## src/rtl/ysyx_22050710_ifu.sv

```systemverilog
// Instruction fetch unit: single-outstanding fetch FSM (REQ/WAIT/HOLD) with
// branch redirect, in-flight response dropping and a stable instruction buffer.
module ysyx_22050710_ifu #(
  parameter int unsigned          PC_WD    = 32,
  parameter int unsigned          INST_WD  = 32,
  parameter logic [PC_WD-1:0]     RESET_PC = PC_WD'(32'h8000_0000)
) (
  input  logic               i_clk,
  input  logic               i_rst,
  input  logic               i_br_sel,
  input  logic [PC_WD-1:0]   i_br_target,
  output logic               o_imem_req_valid,
  input  logic               i_imem_req_ready,
  output logic [PC_WD-1:0]   o_imem_addr,
  input  logic               i_imem_rsp_valid,
  input  logic [INST_WD-1:0] i_imem_rsp_data,
  output logic               o_if_valid,
  input  logic               i_id_ready,
  output logic [PC_WD-1:0]   o_if_pc,
  output logic [INST_WD-1:0] o_if_inst
);

  typedef enum logic [1:0] {
    S_REQ  = 2'd0,
    S_WAIT = 2'd1,
    S_HOLD = 2'd2
  } state_e;

  state_e               state_q, state_d;
  logic [PC_WD-1:0]     pc_q, pc_d;
  logic                 drop_q, drop_d;
  logic [INST_WD-1:0]   inst_q, inst_d;

  // State register
  always_ff @(posedge i_clk) begin
    if (i_rst) begin
      state_q <= S_REQ;
      pc_q    <= RESET_PC;
      drop_q  <= 1'b0;
      inst_q  <= '0;
    end else begin
      state_q <= state_d;
      pc_q    <= pc_d;
      drop_q  <= drop_d;
      inst_q  <= inst_d;
    end
  end

  // Next-state: a redirect always reloads pc; drop marks a response already in flight
  always_comb begin
    state_d = state_q;
    pc_d    = pc_q;
    drop_d  = drop_q;
    inst_d  = inst_q;

    if (i_br_sel) pc_d = i_br_target;

    case (state_q)
      S_REQ: begin
        if (i_imem_req_ready) begin
          state_d = S_WAIT;
          drop_d  = i_br_sel;
        end
      end
      S_WAIT: begin
        if (i_imem_rsp_valid) begin
          if (drop_q || i_br_sel) begin
            drop_d  = 1'b0;
            state_d = S_REQ;
          end else begin
            inst_d  = i_imem_rsp_data;
            state_d = S_HOLD;
          end
        end else if (i_br_sel) begin
          drop_d = 1'b1;
        end
      end
      S_HOLD: begin
        if (i_br_sel) begin
          state_d = S_REQ;
        end else if (i_id_ready) begin
          pc_d    = pc_q + PC_WD'(4);
          state_d = S_REQ;
        end
      end
      default: begin
        state_d = S_REQ;
        drop_d  = 1'b0;
      end
    endcase
  end

  // Handshake outputs are forced low while reset is asserted
  assign o_imem_req_valid = (state_q == S_REQ)  && !i_rst;
  assign o_if_valid       = (state_q == S_HOLD) && !i_rst;
  assign o_imem_addr      = pc_q;
  assign o_if_pc          = pc_q;
  assign o_if_inst        = inst_q;

endmodule

```

## config.mk

```make
export PLATFORM = sky130hd
export DESIGN_NAME = ysyx_22050710_ifu
export DESIGN_NICKNAME = d
export VERILOG_FILES = /design/src/rtl/ysyx_22050710_ifu.sv
export SDC_FILE = /design/constraint.sdc
export NUM_CORES = 1
export LEC_CHECK = 0
export ABC_AREA = 0
export CORE_AREA = 2 2 110 80
export CTS_BUF_LIST = sky130_fd_sc_hd__clkbuf_4 sky130_fd_sc_hd__clkbuf_8 sky130_fd_sc_hd__clkbuf_16
export DETAILED_ROUTE_END_ITERATION = 8
export DIE_AREA = 0 0 112 82
export GPL_TIMING_DRIVEN = 0
export PLACE_DENSITY_LB_ADDON = 0.12
export RECOVER_POWER = 50
export SYNTH_ARGS = -nofsm -noshare
export SYNTH_HDL_FRONTEND = slang
export SYNTH_SLANG_ARGS = --single-unit
```

## constraint.sdc

```tcl
create_clock -name i_clk -period 3.8 [get_ports i_clk]
set_input_delay 0.76 -clock i_clk [delete_from_list [all_inputs] [get_ports i_clk]]
set_output_delay 0.76 -clock i_clk [all_outputs]
set_load 0.005 [all_outputs]
```

==> impl_table.tex <==
\begin{tabular}{lr}
\hline
Metric & Value \\
\hline
\multicolumn{2}{l}{\textbf{Critical path}} \\
\quad Setup crit start kind & primary input \\
\quad Critical R2R Launch & o\_if\_pc[2]\$\_SDFF\_PP0\_ \\
\quad Worst-path maximum fanout & 10 \\
\quad Crit Path Class & in -> out \\
\quad Worst reg2reg path depth & 5 \\
\quad CP Launch Point & i\_rst \\
\quad Critical path capture point type & primary output \\
\quad Required time of the critical path & roughly 3 ns \\
\quad Arrival @ worst endpoint & between 2 and 3 ns \\
\multicolumn{2}{l}{\textbf{Flow run}} \\
\quad MaxCap Viol Count & 0 \\
\multicolumn{2}{l}{\textbf{Placed design}} \\
\quad Post-DP HPWL & around 9000 um \\
\quad RePlAce Congestion & 0.894 \\
\quad Port bufs & 165 \\
\quad Pre-CTS setup slack & just over 0.5 ns \\
\quad Post-Place Cell Area & between 5000 and 6000 um2 \\
\multicolumn{2}{l}{\textbf{Clocking}} \\
\quad Clock tree from TritonCTS & built \\
\quad Clock-pin slew on the worst setup and hold paths & about 0.060 ns \\
\quad Number of buffers inserted by hold repair at cts & 0 \\
\quad Clk Tree Root Cell & clkbuf\_16 \\
\quad H-tree depth & 3 \\
\quad Insertion delay to the later sink of the worst-skew pair & between 0.3 and 0.4 ns \\
\quad Number of clock buffers inserted by TritonCTS & 9 \\
\quad Clock Tree Buf Depth & 2 \\
\quad CTS resizes & 0 \\
\quad Clk sink count & 67 \\
\quad Buffers inserted by post-CTS timing repair & 0 \\
\multicolumn{2}{l}{\textbf{Timing}} \\
\quad Summed negative setup slack over all endpoints & 0 ns \\
\quad Ratio of final minimum period to clock period & 0.867 \\
\quad Worst slew pin tran & roughly 1.1 ns \\
\quad Unrepaired setup endpoints after global routing & false \\
\quad Hold violation count in the final report & 0 \\
\quad Upper clock frequency limit & between 0.3 and 0.4 GHz \\
\quad Worst setup margin & 0.504 ns \\
\quad Final Critical Period & around 3.3 ns \\
\quad Setup Viol. Count Final & 0 \\
\quad Worst slew margin & 0.253 \\
\quad Post-Route Skew & 0.00688 ns \\
\quad Worst hold margin & $\sim$0.45 ns \\
\quad Final slew viol count & 0 \\
\multicolumn{2}{l}{\textbf{Drt}} \\
\quad Routed vias/inst & between 5 and 6 \\
\quad Total wire length & 12300 um \\
\quad Drc violations & 0 \\
\quad First-pass DRT Iterations & 5 \\
\quad Number of DRC violations after detailed-routing iteration 0 & roughly 340 \\
\quad ANT nets after route & 0 \\
\quad Mean routed wirelength per cell & $\sim$16 um \\
\quad Number of vias in the routed layout & between 4000 and 5000 \\
\multicolumn{2}{l}{\textbf{Final layout}} \\
\quad Final \#Nets & between 700 and 800 \\
\quad Leading cell type in the layout, fill and taps excluded & clkdlybuf4s50\_1 \\
\quad Most frequent cells in the layout & clkdlybuf4s50\_1 (101), nand2\_1 (89), dfxtp\_1 (67) \\
\quad Summed area of non-filler cells in the final layout & 5670 um2 \\
\quad Fraction of final layout cells sized beyond drive strength 1 & 0.0944 \\
\quad Antenna cells & 0 \\
\quad Area Growth Syn to Fin & 57.7\% \\
\multicolumn{2}{l}{\textbf{Floorplan}} \\
\quad I/O pin count & around 170 \\
\quad Starting utilization of the core area & 0.439 \\
\quad Die boundary height & 82 um \\
\quad Horizontal extent of the die & 112 um \\
\quad Die Footprint & about 9000 um2 \\
\quad Core Footprint & a little over 8000 um2 \\
\quad Standard-cell row count & 28 \\
\multicolumn{2}{l}{\textbf{Power}} \\
\quad Power density normalized to cell area & 333 nW/um2 \\
\quad Worst ir drop on vdd & around 0.23 mV \\
\quad Overall power & 1890 uW \\
\quad Reported leakage power & approximately 0.0022 uW \\
\multicolumn{2}{l}{\textbf{Synthesis}} \\
\quad Post-synth design cell area & between 3000 and 4000 um2 \\
\quad Net count after synthesis & roughly 540 \\
\quad Share of async-settable or async-resettable flops after synthesis & 0 \\
\quad Sequential element share of the synthesized area & 0.373 \\
\quad Post-Syn Area per Cell & about 7.7 um2 \\
\quad Count of distinct cell types in the synthesized netlist & a little under 60 \\
\quad Syn. warnings & 0 \\
\quad Post-synthesis register bit count & 67 \\
\quad Synthesized instance count & about 470 \\
\quad Prevailing post-synth register cell & dfxtp\_1 \\
\quad EDFF count, synth & 0 \\
\multicolumn{2}{l}{\textbf{Global route}} \\
\quad Vias in the first global route & 3906 \\
\quad All-Layer GR Usage & 0.263 \\
\quad Initial antenna violation count & 0 \\
\quad Maximum number of pins on one net before global-route repair & 13 \\
\quad Wire length of the first global-routing pass & around 19000 um \\
\quad Total congestion overflow after global routing & 0 \\
\multicolumn{2}{l}{\textbf{Hold path}} \\
\quad Hold path startpoint & o\_if\_inst[18]\$\_SDFFE\_PP0P\_ \\
\quad Worst min-delay path class & reg -> reg \\
\quad Number of cells on the worst hold path & 2 \\
\multicolumn{2}{l}{\textbf{Run status}} \\
\quad Status & finished clean \\
\hline
\end{tabular}
==> metrics by stage <==
stage / utilization / std cells
floorplan: - / 466
global placement: 0.656 / 736
detailed placement: 0.656 / 736
CTS: 0.692 / 751
global route: 0.692 / 751
finish: 0.692 / 751
==> worst max-delay path, cell delays in order <==
cell and delay (ns):
clkbuf_1 0.26, clkbuf_1 0.44, clkbuf_1 0.50, nor3_1 0.09, clkdlybuf4s50_1 0.48
==> cell usage after synthesis, types with 2 or more instances <==
cell type / number / area share
mux2i_1: 6 / 0.017
and3_1: 8 / 0.014
o21ai_0: 12 / 0.017
or4_1: 6 / 0.013
a21o_1: 2 / 0.0042
a21oi_1: 56 / 0.078
buf_4: 32 / 0.067
clkbuf_1: 28 / 0.029
a2111oi_0: 2 / 0.0049
a311oi_1: 4 / 0.0097
and2_1: 2 / 0.0035
a211oi_1: 8 / 0.017
dfxtp_1: 67 / 0.37
o31a_1: 7 / 0.017
o21bai_1: 2 / 0.0042
o41ai_1: 2 / 0.0049
nand2b_1: 4 / 0.0070
nor3_1: 12 / 0.017
buf_1: 2 / 0.0021
buf_2: 3 / 0.0042
nor4_1: 12 / 0.021
a31oi_1: 7 / 0.012
and4_1: 3 / 0.0073
or3_1: 5 / 0.0087
nand3b_1: 2 / 0.0042
nand2_1: 89 / 0.093
nor3b_1: 3 / 0.0063
nor2_1: 16 / 0.017
inv_1: 6 / 0.0063
nand3_1: 16 / 0.022
o311ai_0: 4 / 0.0097
xnor2_1: 2 / 0.0049
nand4_1: 9 / 0.016
mux2_2: 2 / 0.0063
==> kinds of logic after synthesis <==
| group | count (synthesis) | share of synthesized area |
|---|---|---|
| flip-flops | 67 | 0.373 |
| AND/OR/NAND/NOR | 198 | 0.278 |
| multiplexers | 8 | 0.0230 |
| adder cells (fa/ha/maj) | 1 | 0.00348 |
| AO/OA/AOI/OAI | 117 | 0.205 |
| buffers and inverters | 73 | 0.113 |
| XOR/XNOR | 2 | 0.00487 |
==> worst paths after layout <==
path                           endpoint  slack, ns
max                    o_imem_req_valid       0.50
min          o_if_inst[18]$_SDFFE_PP0P_       0.45
max reg2reg      o_if_pc[26]$_SDFF_PP0_       1.24
min reg2reg  o_if_inst[18]$_SDFFE_PP0P_       0.45
==> layout make-up <==
cell class	count	area, um2
sequential	67	1340
inverter	7	26.3
clock inverter	6	67.6
buffer	66	379
tap	105	131
fill	730	2530
multi-input combinational	326	1850
clock buffer	9	225
timing repair buffer	165	1650
==> power breakdown <==
part	internal (uW)	switching [uW]
registers	732	40.8
clock network	505	314
logic	188	109
total	1420	463
==> registers in the layout, summed over array words and instances, names as in the netlist <==
name	cells
o_if_inst	32
o_if_pc	32
state_q	2
drop_q	1
==> layer usage <==
| metal | GRT usage | vias to the layer above | share of wire |
|---|---|---|---|
| met5 | 0 | - | 0 |
| met4 | 0.0780 | 0 | 0.015 |
| met3 | 0.0701 | 21 | 0.10 |
| met2 | 0.430 | 236 | 0.45 |
| met1 | 0.347 | 1943 | 0.43 |
| li1 | - | 2013 | - |
No activity file was read; power rests on OpenSTA's default activity.
